$ cat src/rtl/uart_tx_queue_pkg.sv
// Shared UART constants, pacer state type and the frame-gap helper for the TX queue.
package uart_tx_queue_pkg;

    localparam int UART_FRAME_BITS = 11;
    localparam int UART_BAUD       = 115200;
    localparam int SYS_CLK_HZ      = 100_000_000;

    // Cycles covering one full frame, rounded up, plus a 50-cycle margin.
    function automatic int calcGapCycles(input int clkHz, input int baud, input int frameBits);
        longint num;
        num = longint'(clkHz) * longint'(frameBits);
        return int'((num + longint'(baud) - 64'sd1) / longint'(baud)) + 50;
    endfunction

    localparam int GAP_CYCLES_MIN = calcGapCycles(SYS_CLK_HZ, UART_BAUD, UART_FRAME_BITS);

    typedef enum logic {
        IDLE = 1'b0,
        GAP  = 1'b1
    } txState_e;

endpackage

$ cat src/rtl/uart_tx_queue_if.sv
// Producer-side handshake plus transmitter-side strobe/data and status of the TX queue.
interface uart_tx_queue_if #(
    parameter int DEPTH = 16
);
    localparam int LVL_W = $clog2(DEPTH) + 1;

    logic             wr_valid_i;
    logic [7:0]       wr_data_i;
    logic             wr_ready_o;
    logic             flush_i;
    logic             uart_wr_o;
    logic [7:0]       uart_dat_o;
    logic [LVL_W-1:0] level_o;
    logic             idle_o;

    modport slave (
        input  wr_valid_i, wr_data_i, flush_i,
        output wr_ready_o, uart_wr_o, uart_dat_o, level_o, idle_o
    );

    modport master (
        output wr_valid_i, wr_data_i, flush_i,
        input  wr_ready_o, uart_wr_o, uart_dat_o, level_o, idle_o
    );

endinterface

$ cat src/rtl/uart_tx_queue_sync_fifo.sv
// Generic single-clock FIFO with registered occupancy and a synchronous clear that beats push/pop.
module sync_fifo #(
    parameter int WIDTH = 8,
    parameter int DEPTH = 16
) (
    input  logic                     sys_clk_i,
    input  logic                     sys_rstn_i,
    input  logic                     i_clear,
    input  logic                     i_push,
    input  logic [WIDTH-1:0]         i_data,
    input  logic                     i_pop,
    output logic [WIDTH-1:0]         o_data,
    output logic                     o_full,
    output logic                     o_empty,
    output logic [$clog2(DEPTH):0]   o_level
);
    localparam int AW = $clog2(DEPTH);

    logic [WIDTH-1:0] r_mem [DEPTH];
    logic [AW-1:0]    r_wrPtr;
    logic [AW-1:0]    r_rdPtr;
    logic [AW:0]      r_level;
    logic             w_doPush;
    logic             w_doPop;

    assign o_full   = (r_level == (AW+1)'(DEPTH));
    assign o_empty  = (r_level == '0);
    assign o_level  = r_level;
    assign o_data   = r_mem[r_rdPtr];
    assign w_doPush = i_push && !o_full && !i_clear;
    assign w_doPop  = i_pop && !o_empty && !i_clear;

    always_ff @(posedge sys_clk_i) begin
        if (w_doPush) begin
            r_mem[r_wrPtr] <= i_data;
        end
    end

    // Pointers are exactly AW bits wide so they wrap on their own; clear equalises them.
    always_ff @(posedge sys_clk_i or negedge sys_rstn_i) begin
        if (!sys_rstn_i) begin
            r_wrPtr <= '0;
            r_rdPtr <= '0;
            r_level <= '0;
        end else if (i_clear) begin
            r_rdPtr <= r_wrPtr;
            r_level <= '0;
        end else begin
            if (w_doPush) begin
                r_wrPtr <= r_wrPtr + 1'b1;
            end
            if (w_doPop) begin
                r_rdPtr <= r_rdPtr + 1'b1;
            end
            case ({w_doPush, w_doPop})
                2'b10:   r_level <= r_level + 1'b1;
                2'b01:   r_level <= r_level - 1'b1;
                default: r_level <= r_level;
            endcase
        end
    end

endmodule

$ cat src/rtl/uart_tx_queue.sv
// Byte queue and pacer feeding a UART transmitter that has no busy flag: strobes are
// spaced at least GAP_CYCLES apart so no write lands while a frame is still going out.
module uart_tx_queue
    import uart_tx_queue_pkg::*;
#(
    parameter int DEPTH      = 16,
    parameter int GAP_CYCLES = 9600,
    parameter int CNT_W      = 14
) (
    input  logic            sys_clk_i,
    input  logic            sys_rstn_i,
    uart_tx_queue_if.slave  bus
);
    localparam int LVL_W = $clog2(DEPTH) + 1;

    txState_e         r_state;
    txState_e         w_nextState;
    logic [CNT_W-1:0] r_gapCnt;
    logic             r_uartWr;
    logic [7:0]       r_uartDat;
    logic             w_pop;
    logic [7:0]       w_head;
    logic             w_full;
    logic             w_empty;
    logic [LVL_W-1:0] w_level;

    sync_fifo #(
        .WIDTH (8),
        .DEPTH (DEPTH)
    ) u_fifo (
        .sys_clk_i  (sys_clk_i),
        .sys_rstn_i (sys_rstn_i),
        .i_clear    (bus.flush_i),
        .i_push     (bus.wr_valid_i),
        .i_data     (bus.wr_data_i),
        .i_pop      (w_pop),
        .o_data     (w_head),
        .o_full     (w_full),
        .o_empty    (w_empty),
        .o_level    (w_level)
    );

    always_ff @(posedge sys_clk_i or negedge sys_rstn_i) begin
        if (!sys_rstn_i) begin
            r_state <= IDLE;
        end else begin
            r_state <= w_nextState;
        end
    end

    // Leaving GAP when the counter is about to hit zero lets the IDLE pop cycle
    // complete the spacing, so back-to-back strobes land exactly GAP_CYCLES apart.
    always_comb begin
        w_nextState = r_state;
        case (r_state)
            IDLE: if (!w_empty && !bus.flush_i) w_nextState = GAP;
            GAP:  if (r_gapCnt == CNT_W'(1))    w_nextState = IDLE;
            default: w_nextState = IDLE;
        endcase
    end

    always_comb begin
        w_pop = (r_state == IDLE) && !w_empty && !bus.flush_i;
    end

    always_ff @(posedge sys_clk_i or negedge sys_rstn_i) begin
        if (!sys_rstn_i) begin
            r_uartWr  <= 1'b0;
            r_uartDat <= 8'h00;
            r_gapCnt  <= '0;
        end else begin
            r_uartWr <= w_pop;
            if (w_pop) begin
                r_uartDat <= w_head;
                r_gapCnt  <= CNT_W'(GAP_CYCLES - 1);
            end else if (r_state == GAP) begin
                r_gapCnt <= r_gapCnt - 1'b1;
            end
        end
    end

    assign bus.wr_ready_o = !w_full;
    assign bus.uart_wr_o  = r_uartWr;
    assign bus.uart_dat_o = r_uartDat;
    assign bus.level_o    = w_level;
    assign bus.idle_o     = (w_level == '0) && (r_state == IDLE) && !r_uartWr;

endmodule

$ cat src/flat_wrapper.sv
// flat-port wrapper written by rule: the top's interface ports become plain ports
module uart_tx_queue_flat import uart_tx_queue_pkg::*;
#(
    parameter int DEPTH      = 16,
    parameter int GAP_CYCLES = 9600,
    parameter int CNT_W      = 14
)
  (sys_clk_i, sys_rstn_i, bus_wr_valid_i, bus_wr_data_i, bus_flush_i, bus_wr_ready_o, bus_uart_wr_o, bus_uart_dat_o, bus_level_o, bus_idle_o);
  uart_tx_queue_if #(.DEPTH(DEPTH)) bus_i ();
  input  logic sys_clk_i;
  input  logic sys_rstn_i;
  input wire logic [$bits(bus_i.wr_valid_i)-1:0] bus_wr_valid_i;
  input wire logic [$bits(bus_i.wr_data_i)-1:0] bus_wr_data_i;
  input wire logic [$bits(bus_i.flush_i)-1:0] bus_flush_i;
  output wire logic [$bits(bus_i.wr_ready_o)-1:0] bus_wr_ready_o;
  output wire logic [$bits(bus_i.uart_wr_o)-1:0] bus_uart_wr_o;
  output wire logic [$bits(bus_i.uart_dat_o)-1:0] bus_uart_dat_o;
  output wire logic [$bits(bus_i.level_o)-1:0] bus_level_o;
  output wire logic [$bits(bus_i.idle_o)-1:0] bus_idle_o;
  assign bus_i.wr_valid_i = bus_wr_valid_i;
  assign bus_i.wr_data_i = bus_wr_data_i;
  assign bus_i.flush_i = bus_flush_i;
  assign bus_wr_ready_o = bus_i.wr_ready_o;
  assign bus_uart_wr_o = bus_i.uart_wr_o;
  assign bus_uart_dat_o = bus_i.uart_dat_o;
  assign bus_level_o = bus_i.level_o;
  assign bus_idle_o = bus_i.idle_o;
  uart_tx_queue #(.DEPTH(DEPTH), .GAP_CYCLES(GAP_CYCLES), .CNT_W(CNT_W)) u_core (.sys_clk_i(sys_clk_i), .sys_rstn_i(sys_rstn_i), .bus(bus_i));
endmodule
$ cat config.mk
export PLATFORM = sky130hd
export DESIGN_NAME = uart_tx_queue_flat
export DESIGN_NICKNAME = d
export VERILOG_FILES = /design/src/rtl/uart_tx_queue_pkg.sv /design/src/rtl/uart_tx_queue_if.sv /design/src/rtl/uart_tx_queue_sync_fifo.sv /design/src/rtl/uart_tx_queue.sv /design/src/flat_wrapper.sv
export SDC_FILE = /design/constraint.sdc
export NUM_CORES = 1
export LEC_CHECK = 0
export ABC_AREA = 1
export CORE_AREA = 8 8 118 120
export CTS_CLUSTER_SIZE = 8
export DETAILED_ROUTE_END_ITERATION = 12
export DIE_AREA = 0 0 126 128
export PLACE_DENSITY = 0.77
export REMOVE_ABC_BUFFERS = 1
export SYNTH_ARGS = -nofsm -noshare
export SYNTH_HDL_FRONTEND = slang
export SYNTH_SLANG_ARGS = --single-unit
$ cat constraint.sdc
create_clock -name sys_clk_i -period 2.16 [get_ports sys_clk_i]
set_clock_uncertainty 0.1 [all_clocks]
set_input_delay 0.54 -clock sys_clk_i [delete_from_list [all_inputs] [get_ports sys_clk_i]]
set_output_delay 0.54 -clock sys_clk_i [all_outputs]
set_load 0.01 [all_outputs]
==> metrics.txt, run 1 <==
Placer Congestion=0.8807; clk sink count=165; Worst EP required=1.52 ns; vias in the first global route=4,871; CP Class=reg -> out; CTS tree=built; gate count of the mapped netlist=618; Distinct cells, synth=34; Clock Path Buffers=2; Synth Area per Inst=11.36 um^2; reg2reg start=u_core.u_fifo.o_level[3]; final core utilization=67.93%; PwrDens=1214 nW/um^2; die area=16,130 um^2; Final Setup Violations=0; f_max=486.3 MHz; area delta synth->final=18.18%; R2R setup slack=0.29 ns; CP arrival=1.42 ns; Clock Latency Late Sink=0.43 ns; clk slew on worst S/H paths=0.07 ns; root buf cell=clkbuf_16; vias per cell=5.807; startpoint types=register; Reg area=4771 um^2; filler cell count=877; Max VDD drop=0.7353 mV; global-route wire length before repair=25,970 um; Finished Layout Cells=838; clock period minus worst slack=2.057 ns; CTS H-tree depth=4; dpl ws=-0.3110 ns; pin count of the biggest net entering global routing=68; RSZ-0062 raised after global routing=no; area occupied by multi-input gates=1983 um^2; RR Endpoint=u_core.u_fifo.o_level[3]; DR iter-0 viols=544; Max Slew Vio Count=0; Tightest Pin Transition=0.5100 ns; WL final=16,230 um; nets@finish=697; WHS=0.06639 ns; final total power=10.07 mW; CP max FO=2; TritonRoute pass-1 iters=7; most frequent cells in the layout=nor2_1 (133), edfxtp_1 (128), o21ai_0 (83), nand2_1 (50), buf_4 (39); commonest non-fill, non-tap cell in the layout=nor2_1; setup repair bufs after CTS=0; Final Instance Area=8294 um^2; routed length per instance=19.36 um; Post-DP HPWL=10,130 um; antenna violations before repair=0; post-synthesis sequential element count=165; yosys warns=0; hold buffers post-CTS=0; Diodes inserted=0; Antenna Nets Post-Route=0; Port Buffer Count=27; grt total ovfl=0; relative slew slack=66.00%; Rows=41; Seq/Total Area, Yosys=67.96%; max-cap viol count=0; R2R depth=11; Leak=3.126 nW; IO Pins=28; Die W=126 um; Cells after DPL=807; total negative setup slack=0 ns; Die Span Y=128 um; Placed Area=7689 um^2; layout cell share with drive strength beyond 1=13.81%; setup ws final=0.1035 ns; Worst setup EP type=output port; Final Hold Viols=0; status=complete, no violations; CTS Buf Count=17; synthesized area=7018 um^2; Initial Utilization=57.48%; total number of vias=4,866; core area=12,210 um^2; Hold/Removal Path Class=in -> async; drc violations=0; final cycle utilization of the critical path=95.21%; total track usage=21.18%
==> critical path, cell delays in order, from the launching register on <==
cell and delay (ns):
dfrtp_1 0.41, nor2_4 0.15, nand3_2 0.12, dlygate4sd2_1 0.30
==> registers in the layout (all words and copies together), names as in the netlist <==
register               count
u_core.bus.uart_dat_o      8
u_core.bus.uart_wr_o       1
u_core.r_gapCnt           14
u_core.r_state             1
u_core.u_fifo.o_level      5
u_core.u_fifo.r_mem      128
u_core.u_fifo.r_rdPtr      4
u_core.u_fifo.r_wrPtr      4
==> layer usage <==
metal | wire length (um) | part of all wire (%) | vias up | track usage [%]
li1 | - | - | 2286 | -
met1 | 6549 | 40 | 2341 | 25.93
met2 | 8233 | 51 | 216 | 35.16
met3 | 1170 | 7.2 | 23 | 5.990
met4 | 273 | 1.7 | 0 | 7.856
met5 | 0 | 0 | - | 0
==> Yosys cell counts <==
library cell / number / area, um^2
nor2_2: 4 / 25.02
a21o_1: 1 / 7.510
nand3_1: 25 / 125.1
nand2_2: 1 / 6.260
o21ai_0: 83 / 415.4
nand2_4: 3 / 33.78
clkinv_1: 1 / 3.750
nor3_1: 3 / 15.01
ha_1: 9 / 112.6
inv_4: 2 / 12.51
inv_2: 2 / 7.510
xor2_1: 6 / 52.55
o21ai_1: 3 / 15.01
nand2_1: 50 / 187.7
a21oi_1: 3 / 15.01
xnor2_1: 1 / 8.760
dfrtp_1: 37 / 925.9
or2_2: 2 / 12.51
nand3_2: 3 / 30.03
buf_4: 2 / 15.01
clkbuf_1: 14 / 52.55
edfxtp_1: 128 / 3844
a31oi_1: 9 / 56.30
inv_1: 34 / 127.6
buf_2: 13 / 65.06
nor2_1: 133 / 499.2
o211ai_1: 36 / 270.3
buf_1: 1 / 3.750
a22oi_1: 1 / 7.510
mux2i_1: 1 / 10.01
nor2_4: 2 / 22.52
o22ai_1: 1 / 6.260
nand4_1: 3 / 18.77
nand3b_1: 1 / 7.510
==> timing repair <==
item | 4_1_cts | 5_1_grt
gates cloned | 0 | 0
pin swaps | 0 | 2
gates resized for setup | 4 | 10
endpoints found under the setup margin | 2 | 5
==> cell type report <==
cell class / instances / area share, %
flip-flops and latches: 165 / 57.52
multi-input cells: 384 / 23.91
repair buffers: 69 / 7.497
clock buffers: 18 / 5.174
well taps: 150 / 2.263
inverters: 39 / 1.825
clock inverters: 13 / 1.810
==> worst max path at each step <==
| stage | startpoint | endpoint | slack [ns] | cells after the start |
|---|---|---|---|---|
| 6_report | u_core.u_fifo.o_level[3] | bus_wr_ready_o | 0.10 | 3 |
| 5_1_grt | u_core.u_fifo.o_level[3] | bus_idle_o | 0.01 | 4 |
| 4_1_cts | u_core.u_fifo.o_level[2] | bus_idle_o | -0.01 | 4 |
| 3_5_place_dp | bus_flush_i | u_core.u_fifo.o_level[4] | -0.31 | 13 |
| 3_3_place_gp | bus_flush_i | u_core.u_fifo.o_level[4] | -0.19 | 13 |
| 2_1_floorplan | u_core.u_fifo.r_rdPtr[0] | u_core.bus.uart_dat_o[0] | -0.78 | 5 |
==> power by group <==
group          internal, mW  switching [mW]
Sequential             3.80           0.295
Clock                  1.72            1.26
Combinational          1.10            1.90
==> kinds of logic after synthesis <==
logic type / count (synthesis) / synth area share [%]
XOR/XNOR: 7 / 0.8736
AND/OR/NAND/NOR: 230 / 14.01
adder cells (fa/ha/maj): 9 / 1.605
buffers and inverters: 69 / 4.100
AO/OA/AOI/OAI: 137 / 11.30
flip-flops: 165 / 67.96
multiplexers: 1 / 0.1426
(Power assumes the default switching activity.)
==> inputs of run 2 (changes only) <==
GPL_ROUTABILITY_DRIVEN = 0   (was default)
==> run 2 against run 1 <==
- non-clock buffer count increased by 3
- cell area increased by 0.51%
- wire length decreased by 0.96%
- sequential share of layout area decreased by 0.29 points
- critical path depth decreased by 1
- power increased by 0.41%
- combinational power about the same
- fmax decreased by 1.4%
- critical path type unchanged
- critical endpoint is now bus_level_o[1]
- largest cell class unchanged
==> metrics.txt, run 2 (synthesized netlist as in run 1, its figures left out) <==
status=complete, no violations; core area=12,210 um^2; Tightest Pin Transition=0.5584 ns; DR WL met3=1040 um; RSZ-0062 raised after global routing=yes; Post-DP HPWL=10,280 um; total track usage=20.86%; CP arrival=1.45 ns; f_max=479.3 MHz; final total power=10.11 mW; layout cell share with drive strength beyond 1=14.31%; routed length per instance=19.09 um; root buf cell=clkbuf_16; CTS H-tree depth=4; CTS tree=built; Die Span Y=128 um; Worst setup EP type=output port; Clock Latency Late Sink=0.42 ns; Final Hold Viols=0; startpoint types=register; WHS=0.005768 ns; nets@finish=700; Port Buffer Count=27; Hold/Removal Path Class=in -> async; setup repair bufs after CTS=0; total number of vias=4,900; die area=16,130 um^2; pin count of the biggest net entering global routing=68; most frequent cells in the layout=nor2_1 (133), edfxtp_1 (128), o21ai_0 (83), nand2_1 (50), buf_4 (41); Placed Area=7724 um^2; area delta synth->final=18.79%; CP max FO=3; met2 WL=7974 um; Rows=41; Buf/Inv on CP=2; Max VDD drop=0.7568 mV; global-route wire length before repair=25,550 um; final core utilization=68.28%; clk sink count=165; Most flops, register=u_core.u_fifo.r_mem; total negative setup slack=0 ns; relative slew slack=62.78%; Clock Path Buffers=2; WL final=16,070 um; Top Metal Used=met4; Final Instance Area=8337 um^2; Final Setup Violations=0; crit path cell chain=buf_4 -> clkdlybuf4s50_1; Diodes inserted=0; Max Slew Vio Count=0; TritonRoute pass-1 iters=5; Worst EP required=1.52 ns; Initial Utilization=57.48%; Worst path slowest cell=clkdlybuf4s50_1; CP Class=reg -> out; DR iter-0 viols=568; antenna violations before repair=0; CP max stage delay=0.54 ns; IO Pins=28; R2R depth=15; grt total ovfl=0; max reg flops=128; vias in the first global route=4,903; Leak=3.136 nW; max-cap viol count=0; final cycle utilization of the critical path=96.60%; PwrDens=1213 nW/um^2; CTS Buf Count=17; vias per cell=5.819; family with the most delay on the worst path=buffers and inverters; clock period minus worst slack=2.086 ns; drc violations=0; clk slew on worst S/H paths=0.06 ns; commonest non-fill, non-tap cell in the layout=nor2_1; Die W=126 um; DRT met1 WL=6668 um; Antenna Nets Post-Route=0; WP depth=2; hold buffers post-CTS=0
==> run 2: area by class of cell <==
cell class	count	area [um^2]
Inverter	39	151.4
Fill cell	867	3872
Sequential cell	165	4771
Multi-Input combinational cell	384	1971
Tap cell	150	187.7
Clock buffer	20	456.7
Timing Repair Buffer	72	654.4
Clock inverter	12	145.1
==> run 2: worst paths after layout <==
path                                                from                  endpoint  slack [ns]
worst max-delay path            u_core.u_fifo.o_level[1]            bus_level_o[1]        0.07
worst min-delay path                          sys_rstn_i  u_core.u_fifo.o_level[1]       0.006
worst max register to register  u_core.u_fifo.o_level[1]  u_core.u_fifo.o_level[4]        0.27
worst min register to register       u_core.r_gapCnt[11]       u_core.r_gapCnt[11]        0.40
max in group asynchronous                     sys_rstn_i        u_core.r_gapCnt[4]        1.47
min in group sys_clk_i               u_core.r_gapCnt[11]       u_core.r_gapCnt[11]        0.40
==> run 2: metrics by stage <==
| step | std cells | worst slack (ns) |
|---|---|---|
| detailed placement | 810 | -0.2674 |
| global route | 842 | -0.01639 |
| global placement | 810 | -0.2017 |
| CTS | 842 | -0.009596 |
| floorplan | 588 | -0.7842 |
| finish | 842 | 0.07355 |
==> run 2: layer usage <==
metal	vias up	GRT usage [%]
met4	0	9.271
li1	2285	-
met1	2358	25.87
met2	223	34.84
met3	34	4.243
met5	-	0
==> run 2: report_power, final <==
part | total, mW | switching (mW) | internal (mW)
Sequential | 4.09 | 0.295 | 3.80
Combinational | 2.99 | 1.87 | 1.12
Clock | 3.03 | 1.25 | 1.79
Total | 10.1 | 3.41 | 6.70
==> run 2: repair_timing <==
item                       4_1_cts  5_1_grt
gates resized for setup          6        4
hold endpoints to repair         0        0
gates cloned                     0        0
pin swaps                        0        1
setup endpoints to repair        2        4
